--- src/rtl/hazard_ctrl_pkg.sv ---
// rtl/hazard_ctrl_pkg.sv - shared pipeline constants and hazard FSM state type
//
// Purpose : constants and types shared by the hazard control slice.
// Contents: REG_W   - register-index width (5)
//           XZR_IDX - zero-register index, never a hazard source
//           hz_state_e - hazard FSM states RUN / STALL / FLUSH

package hazard_ctrl_pkg;

  localparam int unsigned REG_W   = 5;
  localparam int unsigned XZR_IDX = 31;

  typedef enum logic [1:0] {
    RUN   = 2'd0,
    STALL = 2'd1,
    FLUSH = 2'd2
  } hz_state_e;

endpackage

--- src/rtl/hazard_ctrl_detect.sv ---
// rtl/hazard_ctrl_detect.sv - combinational load-use and flag hazard detection
//
// Purpose : compares the EX destination against the ID sources and flags
//           load-use and flag (set_flags -> B.cond) hazards.
// Ports   : memRead_EX, targetReg_EX    - EX load and its destination
//           Rn_ID, Rm_ID, useRn_ID, useRm_ID - ID sources and read enables
//           set_flags_EX, condBr_ID      - flag producer / consumer
//           load_use, flag_haz           - hazard flags (combinational)

module hazard_detect
  import hazard_ctrl_pkg::*;
#(
  parameter int unsigned XZR_IDX = hazard_ctrl_pkg::XZR_IDX
) (
  input  logic             memRead_EX,
  input  logic [REG_W-1:0] targetReg_EX,
  input  logic [REG_W-1:0] Rn_ID,
  input  logic [REG_W-1:0] Rm_ID,
  input  logic             useRn_ID,
  input  logic             useRm_ID,
  input  logic             set_flags_EX,
  input  logic             condBr_ID,
  output logic             load_use,
  output logic             flag_haz
);

  logic rn_hit;
  logic rm_hit;

  assign rn_hit = useRn_ID && (Rn_ID == targetReg_EX);
  assign rm_hit = useRm_ID && (Rm_ID == targetReg_EX);

  // The zero register is never written, so a load to it cannot feed a consumer.
  assign load_use = memRead_EX && (targetReg_EX != REG_W'(XZR_IDX)) && (rn_hit || rm_hit);
  assign flag_haz = set_flags_EX && condBr_ID;

endmodule

--- src/rtl/hazard_ctrl.sv ---
// rtl/hazard_ctrl.sv - pipeline hazard FSM: load-use stall, flag stall, branch flush
//
// Purpose : drives PC / IF-ID / ID-EX controls from hazard and branch inputs.
// Params  : LOAD_LAT (1..3) bubble cycles per load-use hazard; XZR_IDX zero register.
// Ports   : clk, reset (async, active low)
//           memRead_EX, targetReg_EX, Rn_ID, Rm_ID, useRn_ID, useRm_ID,
//           set_flags_EX, condBr_ID, brTaken_EX  - hazard/branch inputs
//           pc_write, if_id_write, if_id_flush, id_ex_bubble, busy - controls
//           stall_cnt, flush_cnt - saturating event counters, only with
//           HAZARD_PERF_CNT_EN defined

module hazard_ctrl
  import hazard_ctrl_pkg::*;
#(
  parameter int unsigned LOAD_LAT = 1,
  parameter int unsigned XZR_IDX  = hazard_ctrl_pkg::XZR_IDX
) (
  input  logic             clk,
  input  logic             reset,
  input  logic             memRead_EX,
  input  logic [REG_W-1:0] targetReg_EX,
  input  logic [REG_W-1:0] Rn_ID,
  input  logic [REG_W-1:0] Rm_ID,
  input  logic             useRn_ID,
  input  logic             useRm_ID,
  input  logic             set_flags_EX,
  input  logic             condBr_ID,
  input  logic             brTaken_EX,
  output logic             pc_write,
  output logic             if_id_write,
  output logic             if_id_flush,
  output logic             id_ex_bubble,
  output logic             busy
`ifdef HAZARD_PERF_CNT_EN
  ,
  output logic [31:0]      stall_cnt,
  output logic [31:0]      flush_cnt
`endif
);

  // The first stall cycle is spent in RUN, so STALL covers the remaining LOAD_LAT-1.
  localparam logic [1:0] STALL_INIT = (LOAD_LAT > 1) ? 2'(LOAD_LAT - 2) : 2'd0;

  hz_state_e  state, state_nxt;
  logic [1:0] cnt, cnt_nxt;
  logic       load_use, flag_haz;

  hazard_detect #(.XZR_IDX(XZR_IDX)) u_detect (
    .memRead_EX  (memRead_EX),
    .targetReg_EX(targetReg_EX),
    .Rn_ID       (Rn_ID),
    .Rm_ID       (Rm_ID),
    .useRn_ID    (useRn_ID),
    .useRm_ID    (useRm_ID),
    .set_flags_EX(set_flags_EX),
    .condBr_ID   (condBr_ID),
    .load_use    (load_use),
    .flag_haz    (flag_haz)
  );

  always_ff @(posedge clk or negedge reset) begin
    if (!reset) begin
      state <= RUN;
      cnt   <= 2'd0;
    end else begin
      state <= state_nxt;
      cnt   <= cnt_nxt;
    end
  end

  always_comb begin
    state_nxt    = state;
    cnt_nxt      = cnt;
    pc_write     = 1'b1;
    if_id_write  = 1'b1;
    if_id_flush  = 1'b0;
    id_ex_bubble = 1'b0;

    if (brTaken_EX) begin
      // A taken branch overrides any stall, including one already in progress.
      if_id_flush  = 1'b1;
      id_ex_bubble = 1'b1;
      state_nxt    = FLUSH;
      cnt_nxt      = 2'd0;
    end else begin
      unique case (state)
        RUN: begin
          if (load_use || flag_haz) begin
            pc_write     = 1'b0;
            if_id_write  = 1'b0;
            id_ex_bubble = 1'b1;
          end
          if (load_use && (LOAD_LAT > 1)) begin
            state_nxt = STALL;
            cnt_nxt   = STALL_INIT;
          end
        end
        STALL: begin
          pc_write     = 1'b0;
          if_id_write  = 1'b0;
          id_ex_bubble = 1'b1;
          if (cnt == 2'd0) state_nxt = RUN;
          else             cnt_nxt   = cnt - 2'd1;
        end
        FLUSH: begin
          // The wrong-path instruction fetched behind the branch is squashed here.
          if_id_flush = 1'b1;
          state_nxt   = RUN;
        end
        default: state_nxt = RUN;
      endcase
    end

    // Hazard inputs may still be active while reset is held; keep outputs clean.
    if (!reset) begin
      pc_write     = 1'b1;
      if_id_write  = 1'b1;
      if_id_flush  = 1'b0;
      id_ex_bubble = 1'b0;
    end
  end

  assign busy = (state != RUN);

`ifdef HAZARD_PERF_CNT_EN
  always_ff @(posedge clk or negedge reset) begin
    if (!reset) begin
      stall_cnt <= '0;
      flush_cnt <= '0;
    end else begin
      if (id_ex_bubble && !if_id_flush && (stall_cnt != '1)) stall_cnt <= stall_cnt + 32'd1;
      if (if_id_flush && (flush_cnt != '1))                  flush_cnt <= flush_cnt + 32'd1;
    end
  end
`endif

endmodule

--- config.mk ---
export PLATFORM = sky130hd
export DESIGN_NAME = hazard_ctrl
export DESIGN_NICKNAME = d
export VERILOG_FILES = /design/src/rtl/hazard_ctrl_pkg.sv /design/src/rtl/hazard_ctrl_detect.sv /design/src/rtl/hazard_ctrl.sv
export SDC_FILE = /design/constraint.sdc
export NUM_CORES = 1
export LEC_CHECK = 0
export CAP_MARGIN = 25
export CORE_AREA = 2 2 39 41
export DETAILED_ROUTE_END_ITERATION = 10
export DIE_AREA = 0 0 41 43
export GPL_ROUTABILITY_DRIVEN = 1
export PLACE_DENSITY = 0.7
export SYNTH_ARGS = -nofsm -noshare
export SYNTH_HDL_FRONTEND = slang
export SYNTH_SLANG_ARGS = --single-unit
--- constraint.sdc ---
create_clock -name clk -period 1.3 [get_ports clk]
set_input_delay 0.26 -clock clk [delete_from_list [all_inputs] [get_ports clk]]
set_output_delay 0.26 -clock clk [all_outputs]
set_load 0.02 [all_outputs]
# Yosys cells after proc, flatten, opt, wreduce, memory -nomap -nowiden
# Cells that the tools add are included.
# op_classes
reduce_logical,13
mux,17
addsub,1
n_eq_ne,8
# op_table
cell,count
$eq A5 B5 Y1,2
$mux W2,5
$mux W1,9
$logic_and A1 B1 Y1,5
$ne A5 B5 Y1 const B,1
$logic_not A2 Y1,2
$ne A2 B2 Y1 const B,2
$pmux W1 S2,2
$pmux W2 S2,1
$reduce_and A2 Y1,2
$reduce_bool A2 Y1,2
$ne A3 B3 Y1 const B,1
$eq A2 B1 Y1 const B,1
$eq A2 B2 Y1 const B,1
$logic_or A1 B1 Y1,2
$sub A2 B1 Y2 const B,1
# totals
ff_bits,4
out_inout_bits,5
elab_cells,41
in_bits,23

# Logic depth before layout (Yosys ltp)
# depth
ltp_word,9
ltp_mapped,5
depth_no_buf,4

# Hierarchy
# A second synthesis with hierarchy kept.
# hier_totals
hier_cells,27
area_unflattened_um2,206.4
# modules_own_cells
mod,cells_each,instances,area_each_um2,seq_area_each_um2
hazard_detect,19,1,135.1,0.0
hazard_ctrl,8,1,71.3,25.0

# Worst setup path after synthesis
# Ideal clock, no wire load.
# synth_path
kind,input to output
from,input port targetReg_EX[3]
to,output port pc_write
required_time_ns,1.040
path_stages,5
setup_slack_ns,-0.227
t_arrival_ns,1.267
cell_sequence,xor2_1 -> nor4_2 -> a32oi_1 -> o22a_1 -> buf_4
# synth_via
elab_chain_len,9
word_cells_on_any_way,13
cone_classes,eq/ne: 3; mux: 4; reduce/logical: 6
# synth_rtl
element,line,text
start: declaration,hazard_ctrl.sv:21,"input logic [REG_W-1:0] targetReg_EX,"
"$eq A5 B5 Y1, on equally long branches","hazard_ctrl_detect.sv:30, hazard_ctrl_detect.sv:31",
"$logic_and A1 B1 Y1, on equally long branches","hazard_ctrl_detect.sv:30, hazard_ctrl_detect.sv:31",
$logic_or A1 B1 Y1,hazard_ctrl_detect.sv:34,assign load_use = memRead_EX && (targetReg_EX != REG_W'(XZR_IDX)) && (rn_hit || rm_hit);
$logic_and A1 B1 Y1 (*),hazard_ctrl_detect.sv:34,
$logic_or A1 B1 Y1 (*),hazard_ctrl.sv:88,if (load_use || flag_haz) begin
$mux W1 (*),--,
$pmux W1 S2 (*),--,
$mux W1 (*) (2 in a row),--,
end: declaration,hazard_ctrl.sv:29,"output logic pc_write,"
# Mark *: on every way between the ends. The rest lies on a longest branch, timed or not.

# Worst setup path in the final report
# layout_path
from,input port targetReg_EX[2]
to,output port id_ex_bubble
# layout_via
elab_chain_len,9
word_cells_on_any_way,13
cone_classes,eq/ne: 3; mux: 4; reduce/logical: 6
# layout_rtl
element,line,text
"$eq A5 B5 Y1, on equally long branches","hazard_ctrl_detect.sv:30, hazard_ctrl_detect.sv:31",
"$logic_and A1 B1 Y1, on equally long branches","hazard_ctrl_detect.sv:30, hazard_ctrl_detect.sv:31",
$logic_or A1 B1 Y1,hazard_ctrl_detect.sv:34,
$logic_and A1 B1 Y1 (*),hazard_ctrl_detect.sv:34,
$logic_or A1 B1 Y1 (*),hazard_ctrl.sv:88,
$mux W1 (*),hazard_ctrl.sv:88,
$pmux W1 S2 (*),hazard_ctrl.sv:86,unique case (state)
$mux W1 (*),hazard_ctrl.sv:79,if (brTaken_EX) begin
$mux W1 (*),hazard_ctrl.sv:115,if (!reset) begin
end: declaration,hazard_ctrl.sv:32,"output logic id_ex_bubble,"
# Marked as above.

==> results.cfg <==
[timing]
slew_headroom_pct = 83.8
setup_viol = 3
drv_slew = 0
grt_setup_unrepaired = yes
finalCritPeriodShare_pct = 129
worst_pin_slew_ps = 241
worst_slack_ps = -372
hold_violations = 0
fmaxAchievable_mhz = 598
period_minus_slack_ps = 1670

[place]
portBuffers = 27
hpwl_um = 656
placed_cell_area_um2 = 541
routabilityCongestion = 0.569

[floorplanning]
start_util_pct = 16.6
rows = 14
core_um2 = 1380
die_h_um = 43
io_pins = 28
fp.dieW_um = 41
die_area_um2 = 1760

[cells_and_area]
largest_registers = state: 1 flops
largest_register_ffs = 1
nNetsFinal = 83
diodes = 0
regMostFlops = state
area_growth_pct = 146
stdcell_area_um2 = 566
drive_gt1_share_pct = 51.7
fillCellCount = 152

[power_and_ir_drop]
p_sw_share_pct = 34.4
leakage_nw = 0.247
p_per_area_nw_per_um2 = 338
intPower_mw = 0.125
vdd_drop_max_uv = 244
switchingPower_mw = 0.0659
p_clk_share_pct = 0
power_mw = 0.191
seqPwrFrac_pct = 18.3
p_comb_share_pct = 81.7

[critical_path]
required_ps = 1040
worstPathMaxFanout = 3
slowest_stage = nor4_2
worstPathCellList = buf_6 -> xor2_2 -> nor4_2 -> a32oi_2 -> buf_4 -> o211ai_2 -> buf_6
startpoint_type = primary input
endpoint_kind = output pin
slowest_delay_ps = 270
crit_top_cell = buf_6
worst-setup-path-type = primary input to output pin
cp.arrival_ps = 1410

[logic_synthesis]
yosysSeqAreaShare_pct = 10.9
synth_fp_nets = 51
synth_seq_cells = 1
avgSynthCellArea_um2 = 8.22
synth_top_area_share_pct = 30.4
ys_types = 18
syn_inst = 28
mappedNetlistArea_um2 = 230
synth_top_area_cell = xor2_1
yosys-top-cells-area = xor2_1, dfrtp_1, xnor2_1, nor4_2, o211ai_2
yosysWarnings = 0

[run]
maxCapViolations = 0

[global_route]
grtUsageTotal_pct = 9.40
gr-total-overflow = 0
grt_pass1_wl_um = 1240
grt_max_degree = 4
grt_pass1_vias = 364
antenna_found_initial = 0

[route]
first_iter_violations = 2
dr.pass1.iters = 2
vias_per_cell = 4.19
drc = 0
antenna_left = 0
vias = 310
wl_per_cell_um = 11.1
routed_wl_um = 824

[hold_path]
hold_class = primary input to async pin

[clock_tree]
clk_pin_slew_ps = 0

[outcome]
violations = negative setup slack
outcome = complete, but fails checks
==> routing by layer <==
layer  wire, um  GRT usage, %
met5          0             0
met4          0             0
met3         99          1.57
met2        440          19.4
met1        283          9.21
==> power by group through the flow <==
stage	Clock [mW]	Combinational [mW]	Sequential [mW]
3_3_place_gp	0	0.155	0.0340
3_5_place_dp	0	0.155	0.0341
6_report	0	0.156	0.0349
5_1_grt	0	0.169	0.0350
4_1_cts	0	0.149	0.0350
2_1_floorplan	0	0.0495	0.0364
==> critical path, delay by kind of cell <==
kind	cells	cell delay, ps
AO/OA/AOI/OAI	2	310
XOR/XNOR	1	170
buffers and inverters	3	410
AND/OR/NAND/NOR	1	270
==> worst paths after layout <==
kind | startpoint | slack, ps | endpoint | cells past startpoint
max | targetReg_EX[2] | -370 | id_ex_bubble | 7
min | reset | 290 | state[1] | 2
max in group asynchronous | reset | 920 | state[1] | 2
min in group clk | brTaken_EX | 670 | state[1] | 2
==> cells by family after synthesis <==
kind of cell / Yosys count / share of synthesized area (%)
AO/OA/AOI/OAI: 6 / 23.4
XOR/XNOR: 10 / 38.0
buffers and inverters: 3 / 6.52
flip-flops: 1 / 10.9
AND/OR/NAND/NOR: 8 / 21.2
==> synthesized netlist by cell type <==
library cell  instances
nand3_1               2
buf_4                 1
xnor2_1               2
inv_1                 1
nor2b_1               1
o21a_1                1
xor2_1                8
nand2_1               2
a32oi_1               1
o22a_1                1
o2111ai_1             1
o211ai_1              1
dfrtp_1               1
nor4_2                1
and2_1                1
clkbuf_1              1
o211ai_2              1
nor4_1                1
==> per-stage QoR <==
step / util [%] / hold slack [ps] / TNS [ps] / setup WS, ps / instances
2_1_floorplan: - / -35.6 / -261 / -188 / 28
3_3_place_gp: 39.1 / 539 / -3880 / -1110 / 73
3_5_place_dp: 39.1 / 542 / -3860 / -1110 / 73
4_1_cts: 39.1 / 294 / -997 / -398 / 74
5_1_grt: 40.9 / 312 / -1200 / -448 / 74
6_report: 40.9 / 291 / -954 / -372 / 74
==> what timing repair did <==
action | CTS | global route
gates resized for setup | 79 | 12
hold endpoints to repair | 0 | 0
buffers inserted | 1 | 0
endpoints found under the setup margin | 4 | 3
hold buffers | 0 | 0
pin swaps | 13 | 7
==> placed cells by master (no fill, tap or decap) <==
master,count
a32oi_2,1
and2_1,1
buf_2,7
buf_4,5
buf_6,8
clkdlybuf4s15_1,2
clkdlybuf4s50_1,5
dfrtp_1,1
dlygate4sd2_1,5
inv_1,1
nand2_1,2
nand3_1,1
nand3_2,1
nor2b_4,1
nor4_2,2
o2111ai_1,1
o211ai_1,1
o211ai_2,1
o21a_1,1
o22a_2,1
xnor2_1,2
xor2_1,5
xor2_2,3
==> layout make-up <==
type | count | area (um^2) | share of cell area [%]
inverters | 1 | 3.75 | 0.664
multi-input cells | 24 | 240 | 42.5
flip-flops and latches | 1 | 25.0 | 4.42
well taps | 16 | 20.0 | 3.54
repair buffers | 32 | 277 | 48.9
(Power assumes the default switching activity.)
